File: config.mk
export PLATFORM = sky130hd
export DESIGN_NAME = cs_window
export DESIGN_NICKNAME = d
export VERILOG_FILES = /design/src/rtl/cs_window.sv
export SDC_FILE = /design/constraint.sdc
export NUM_CORES = 1
export LEC_CHECK = 0
export BUFFER_PORTS_ARGS = -buffer_cell sky130_fd_sc_hd__buf_2
export CAP_MARGIN = 20
export CORE_MARGIN = 2
export CORE_UTILIZATION = 25
export DETAILED_ROUTE_END_ITERATION = 16
export MAX_ROUTING_LAYER = met4
export PLACE_DENSITY = 0.46
export REMOVE_ABC_BUFFERS = 1
export SYNTH_ARGS = -nofsm -noshare
export SYNTH_HDL_FRONTEND = slang
export SYNTH_SLANG_ARGS = --single-unit
File: constraint.sdc
create_clock -name clk -period 20.6 [get_ports clk]
set_input_delay 2.06 -clock clk [delete_from_list [all_inputs] [get_ports clk]]
set_output_delay 2.06 -clock clk [all_outputs]
set_load 0.005 [all_outputs]
File: src/rtl/cs_window.sv
// Sliding-window approximation filter: keeps the last DEPTH samples, picks the
// floor/ceiling neighbour of the window average and emits (sum + DEPTH*Xappr)/(DEPTH-1).
module cs_window #(
  parameter int WIDTH = 8,
  parameter int DEPTH = 9
) (
  input  logic             clk,
  input  logic             reset,
  input  logic             flush,
  input  logic             in_valid,
  input  logic [WIDTH-1:0] X,
  input  logic             mode,
  output logic [WIDTH+1:0] Y,
  output logic             out_valid
);

  localparam int SUM_W = WIDTH + $clog2(DEPTH);
  localparam int ACC_W = SUM_W + 1;
  localparam int CNT_W = $clog2(DEPTH + 1);
  localparam int SHIFT = $clog2(DEPTH - 1);
  localparam int Y_W   = WIDTH + 2;

  if (DEPTH < 3 || ((DEPTH - 1) & (DEPTH - 2)) != 0) begin : g_bad_depth
    $error("cs_window: DEPTH-1 must be a power of two");
  end
  if (WIDTH < 4 || WIDTH > 16) begin : g_bad_width
    $error("cs_window: WIDTH must be in 4..16");
  end

  logic [WIDTH-1:0] win_q [DEPTH];
  logic [SUM_W-1:0] sum_q, sum_d;
  logic [CNT_W-1:0] cnt_q, cnt_d;
  logic             s1_valid_q, s1_valid_d;
  logic             s1_mode_q;
  logic [ACC_W-1:0] scaled [DEPTH];
  logic [ACC_W-1:0] sum_ext;
  logic [WIDTH-1:0] xappr;
  logic [Y_W-1:0]   y_q, y_d;
  logic             out_valid_q;

  // Stage-1 next state; the saturating counter keeps s1_valid high once full.
  always_comb begin
    sum_d      = sum_q + SUM_W'(X) - SUM_W'(win_q[DEPTH-1]);
    cnt_d      = (cnt_q == CNT_W'(DEPTH)) ? cnt_q : cnt_q + CNT_W'(1);
    s1_valid_d = (cnt_d == CNT_W'(DEPTH));
  end

  // NOTE: the window is reset and flushed to zero because the running sum
  // subtracts the outgoing tap; stale contents would corrupt the sum on refill.
  // NOTE: all state uses non-blocking assignment so every shift stage reads
  // the pre-edge value of its neighbour.
  always_ff @(posedge clk or negedge reset) begin
    if (!reset) begin
      for (int i = 0; i < DEPTH; i++) win_q[i] <= '0;
      sum_q      <= '0;
      cnt_q      <= '0;
      s1_valid_q <= 1'b0;
      s1_mode_q  <= 1'b0;
    end else if (flush) begin
      for (int i = 0; i < DEPTH; i++) win_q[i] <= '0;
      sum_q      <= '0;
      cnt_q      <= '0;
      s1_valid_q <= 1'b0;
    end else if (in_valid) begin
      win_q[0] <= X;
      for (int i = 1; i < DEPTH; i++) win_q[i] <= win_q[i-1];
      sum_q      <= sum_d;
      cnt_q      <= cnt_d;
      s1_valid_q <= s1_valid_d;
      s1_mode_q  <= mode;
    end else begin
      s1_valid_q <= 1'b0;
    end
  end

  // DEPTH*win[i] vs sum replaces a divide by DEPTH.
  assign sum_ext = ACC_W'(sum_q);
  for (genvar g = 0; g < DEPTH; g++) begin : g_scale
    assign scaled[g] = ACC_W'(DEPTH) * ACC_W'(win_q[g]);
  end

  // NOTE: xappr and y_d get a value before the loop so no path leaves them
  // unassigned, which would otherwise infer a latch.
  always_comb begin
    xappr = s1_mode_q ? '1 : '0;
    for (int i = 0; i < DEPTH; i++) begin
      if (s1_mode_q) begin
        if (scaled[i] >= sum_ext && win_q[i] < xappr) xappr = win_q[i];
      end else begin
        if (scaled[i] <= sum_ext && win_q[i] > xappr) xappr = win_q[i];
      end
    end
    y_d = Y_W'((sum_ext + ACC_W'(DEPTH) * ACC_W'(xappr)) >> SHIFT);
  end

  always_ff @(posedge clk or negedge reset) begin
    if (!reset) begin
      y_q         <= '0;
      out_valid_q <= 1'b0;
    end else begin
      out_valid_q <= s1_valid_q;
      if (s1_valid_q) y_q <= y_d;
    end
  end

  assign Y         = y_q;
  assign out_valid = out_valid_q;

endmodule

==> flow_summary.json <==
{
  "layout-drive-gt1-share_pct": 26.5,
  "grt_pass1_wl_um": 68400,
  "drc": 0,
  "synth_area_per_cell_um2": 8.65,
  "grt.total_usage_pct": 15.8,
  "maxCapViolCount": 0,
  "final-setup-viol-count": 0,
  "arrival_ns": 20.86,
  "crit_path_start_kind": "flip-flop",
  "seq_power_share_pct": 6.4,
  "finalCritPeriodShare_pct": 99.9,
  "cts_tree": "yes",
  "grt_pass1_vias": 12500,
  "hp-class": "reg -> reg",
  "worstSkewPairLatency_ns": 0.39,
  "synth-edff-count": 0,
  "period_needed_ns": 20.58,
  "cts.path.max_buffers": 2,
  "hold_path_end": "Y[2]$_DFFE_PN0P_",
  "reg2reg_slack_ns": 0.02,
  "multi_input_area_mm2": 0.0114,
  "grt_max_degree": 60,
  "ys_ff_latch": 101,
  "rows": 86,
  "cts_root_buffer": "clkbuf_16",
  "finalSetupTns_ns": 0,
  "drt-pass1-iter-count": 4,
  "switching_share_pct": 45.0,
  "clock.fmax_ghz": 0.0486,
  "crit_path_max_incr_delay_ns": 0.48,
  "min_from": "Y[2]$_DFFE_PN0P_",
  "ant_nets": 0,
  "powerDensity_mw_per_mm2": 194,
  "crit_path_end_kind": "flip-flop",
  "status": "finished, final reports clean",
  "start_util_pct": 25.2,
  "holdWs_ns": 0.500,
  "syn-cell-area_mm2": 0.0138,
  "tightest_slew_ns": 0.932,
  "pre_cts_ws_ns": -1.52,
  "htreeDepth": 3,
  "place_area_mm2": 0.0162,
  "nFillCells": 5648,
  "maxSlewHeadroom_pct": 37.9,
  "gp_congestion": 0.856,
  "die_w_um": 239,
  "fp.dieH_um": 239,
  "nets": 2191,
  "hold_viol_final": 0,
  "cts_buffers": 9,
  "postSynth.asyncResetShare_pct": 100,
  "finClkSkew_ns": 0.0140,
  "ff2ff_path_depth": 131,
  "ys.flop_type": "dfrtp_1",
  "reg2reg_to": "Y[6]$_DFFE_PN0P_",
  "ir_worst_vdd_v": 0.000158,
  "crit_slowest_cell": "fa_1",
  "cellLeakagePower_nw": 9.34,
  "ys_warn_count": 0,
  "design_area_mm2": 0.0180,
  "core_mm2": 0.0549,
  "switchingPower_w": 0.00157,
  "reg2reg_from": "win_q[65]$_DFFE_PN0P_",
  "syn_to_final_growth_pct": 30.4,
  "wl_um": 43400,
  "setup_ws_ns": 0.0153,
  "cts.sinks": 101,
  "drt-vias-per-instance": 4.80,
  "dieArea_mm2": 0.0572,
  "p_clk_share_pct": 5.1,
  "yosysUniqueCellTypes": 74,
  "required_ns": 20.88,
  "io_pins": 24,
  "comb_power_share_pct": 88.5,
  "dp_hpwl_um": 32200,
  "wl_per_cell_um": 16.9,
  "drtIter0Drc": 593,
  "hold_path_depth": 2,
  "clkTransAtPathRegs_ns": 0.08,
  "yosysSeqAreaShare_pct": 18.3,
  "regArea_mm2": 0.00253,
  "grt_overflow": 0,
  "worstSetupPathType": "reg -> reg",
  "path_common_cell": "a21oi_2",
  "antenna_found_initial": 0,
  "portBuffers": 23,
  "p_int_w": 0.00192,
  "vias": 12300,
  "antennaDiodeCount": 0,
  "rsz0062_at_grt": "yes",
  "slew_viol_final": 0,
  "cts_hold_buf": 0,
  "netlist_instances": 1597,
  "crit_path_max_fanout": 8
}
==> how the worst max path moves through the flow <==
stage | startpoint | depth (start not counted) | slack (ns) | endpoint
global placement | win_q[68]$_DFFE_PN0P_ | 132 | -0.90 | Y[6]$_DFFE_PN0P_
CTS | win_q[65]$_DFFE_PN0P_ | 132 | 0.009 | Y[6]$_DFFE_PN0P_
finish | win_q[65]$_DFFE_PN0P_ | 131 | 0.02 | Y[6]$_DFFE_PN0P_
global route | win_q[65]$_DFFE_PN0P_ | 131 | -1.20 | Y[6]$_DFFE_PN0P_
floorplan | win_q[68]$_DFFE_PN0P_ | 124 | -2.43 | Y[6]$_DFFE_PN0P_
detailed placement | win_q[65]$_DFFE_PN0P_ | 130 | -1.52 | Y[6]$_DFFE_PN0P_
==> final cells by class <==
cell class	count	share of cell area [%]
Clock buffer	9	1.25
Clock inverter	7	0.375
Inverter	191	3.98
Multi-Input combinational cell	1266	63.4
Sequential cell	101	14.0
Tap cell	704	4.89
Timing Repair Buffer	290	12.1
==> what timing repair did <==
action | 4_1_cts | 5_1_grt
endpoints found under the hold margin | 0 | 0
buffers inserted | 32 | 30
gates cloned | 0 | 0
pin swaps | 41 | 94
setup endpoints to repair | 10 | 10
resized for setup | 87 | 143
==> layer usage <==
layer  up-vias  global-route usage [%]  share of wire [%]
met4         0                    5.51                2.6
met2       128                    26.1                 47
met1      5920                    20.2                 48
li1       6214                       -                  -
met5         -                       -                  0
met3        56                    1.49                2.1
==> power by group through the flow <==
stage	Sequential, W	Clock (W)	Combinational [W]
detailed placement	0.000226	0	0.00238
global placement	0.000225	0	0.00237
floorplan	0.000225	0	0.00136
CTS	0.000222	0.000185	0.00269
global route	0.000224	0.000191	0.00341
finish	0.000222	0.000179	0.00310
==> critical path: cells and delay by family (launching register included) <==
kind	cells	cell delay [ns]
buffers and inverters	18	2.19
XOR/XNOR	2	0.28
adder cells (fa/ha/maj)	15	3.79
flip-flops	1	0.39
AO/OA/AOI/OAI	57	8.04
multiplexers	10	2.50
AND/OR/NAND/NOR	29	3.26
==> sequential cells by signal (all words and copies together) (netlist names) <==
register	flops
s1_valid_q	1
out_valid	1
win_q	72
s1_mode_q	1
cnt_q	4
Y	10
sum_q	12
==> Yosys cell counts (4+ instances only) <==
master,instances,area share [%]
nand2b_1,16,0.72
nor3b_1,6,0.33
xnor2_1,53,3.4
nor2_1,154,4.2
nand3b_1,4,0.22
a211o_1,5,0.32
a21o_1,66,3.6
dfrtp_1,101,18
a21oi_1,117,4.2
nand4_1,36,1.6
nand3_1,19,0.69
o21a_1,9,0.49
or4_1,5,0.27
or2_2,7,0.32
and2_1,5,0.23
o21bai_1,11,0.60
nor2b_1,31,1.4
inv_1,190,5.2
o21ai_0,76,2.8
mux2_2,20,1.6
xor2_1,13,0.82
mux2i_1,112,8.1
nor3_1,17,0.62
o211ai_1,5,0.27
a211oi_1,10,0.54
buf_1,10,0.27
nand2_1,61,1.7
and3_1,5,0.23
mux2_4,4,0.43
a221o_1,5,0.36
a31oi_1,9,0.41
ha_1,297,27
fa_1,22,3.2
clkbuf_1,28,0.76
==> kinds of logic after synthesis <==
group | share of synthesized area (%)
AO/OA/AOI/OAI | 17.3
XOR/XNOR | 4.30
adder cells (fa/ha/maj) | 30.2
buffers and inverters | 6.26
flip-flops | 18.3
multiplexers | 10.6
AND/OR/NAND/NOR | 13.1
==> layout by cell type (no fill, tap or decap), types with 7 or more instances in the layout <==
| cell | instances |
|---|---|
| ha_1 | 274 |
| o21bai_1 | 10 |
| o21ai_0 | 46 |
| mux2i_4 | 11 |
| nand2b_1 | 16 |
| nor2b_1 | 26 |
| inv_1 | 182 |
| xnor2_1 | 52 |
| o21ai_2 | 8 |
| a21o_1 | 65 |
| a21oi_2 | 29 |
| nor3_1 | 11 |
| dfrtp_1 | 101 |
| nand3_1 | 14 |
| mux2_4 | 11 |
| mux2_2 | 13 |
| o21ai_1 | 25 |
| fa_1 | 21 |
| clkbuf_16 | 9 |
| inv_2 | 8 |
| buf_4 | 256 |
| xor2_1 | 13 |
| mux2i_1 | 100 |
| buf_6 | 14 |
| o21a_1 | 9 |
| ha_4 | 20 |
| buf_2 | 20 |
| nor2_1 | 141 |
| a211oi_1 | 9 |
| nand4_1 | 36 |
| nand2_1 | 55 |
| a21oi_1 | 86 |
| a31oi_1 | 7 |
| nor2_2 | 8 |
==> per-stage QoR <==
stage	cells	power, W	util (%)
after floorplan	1558	0.00159	-
after global placement	2492	0.00259	29.6
after detailed placement	2492	0.00261	29.6
after CTS	2540	0.00310	31.1
after global routing	2568	0.00382	32.8
final	2568	0.00350	32.8
(Power assumes the default switching activity.)
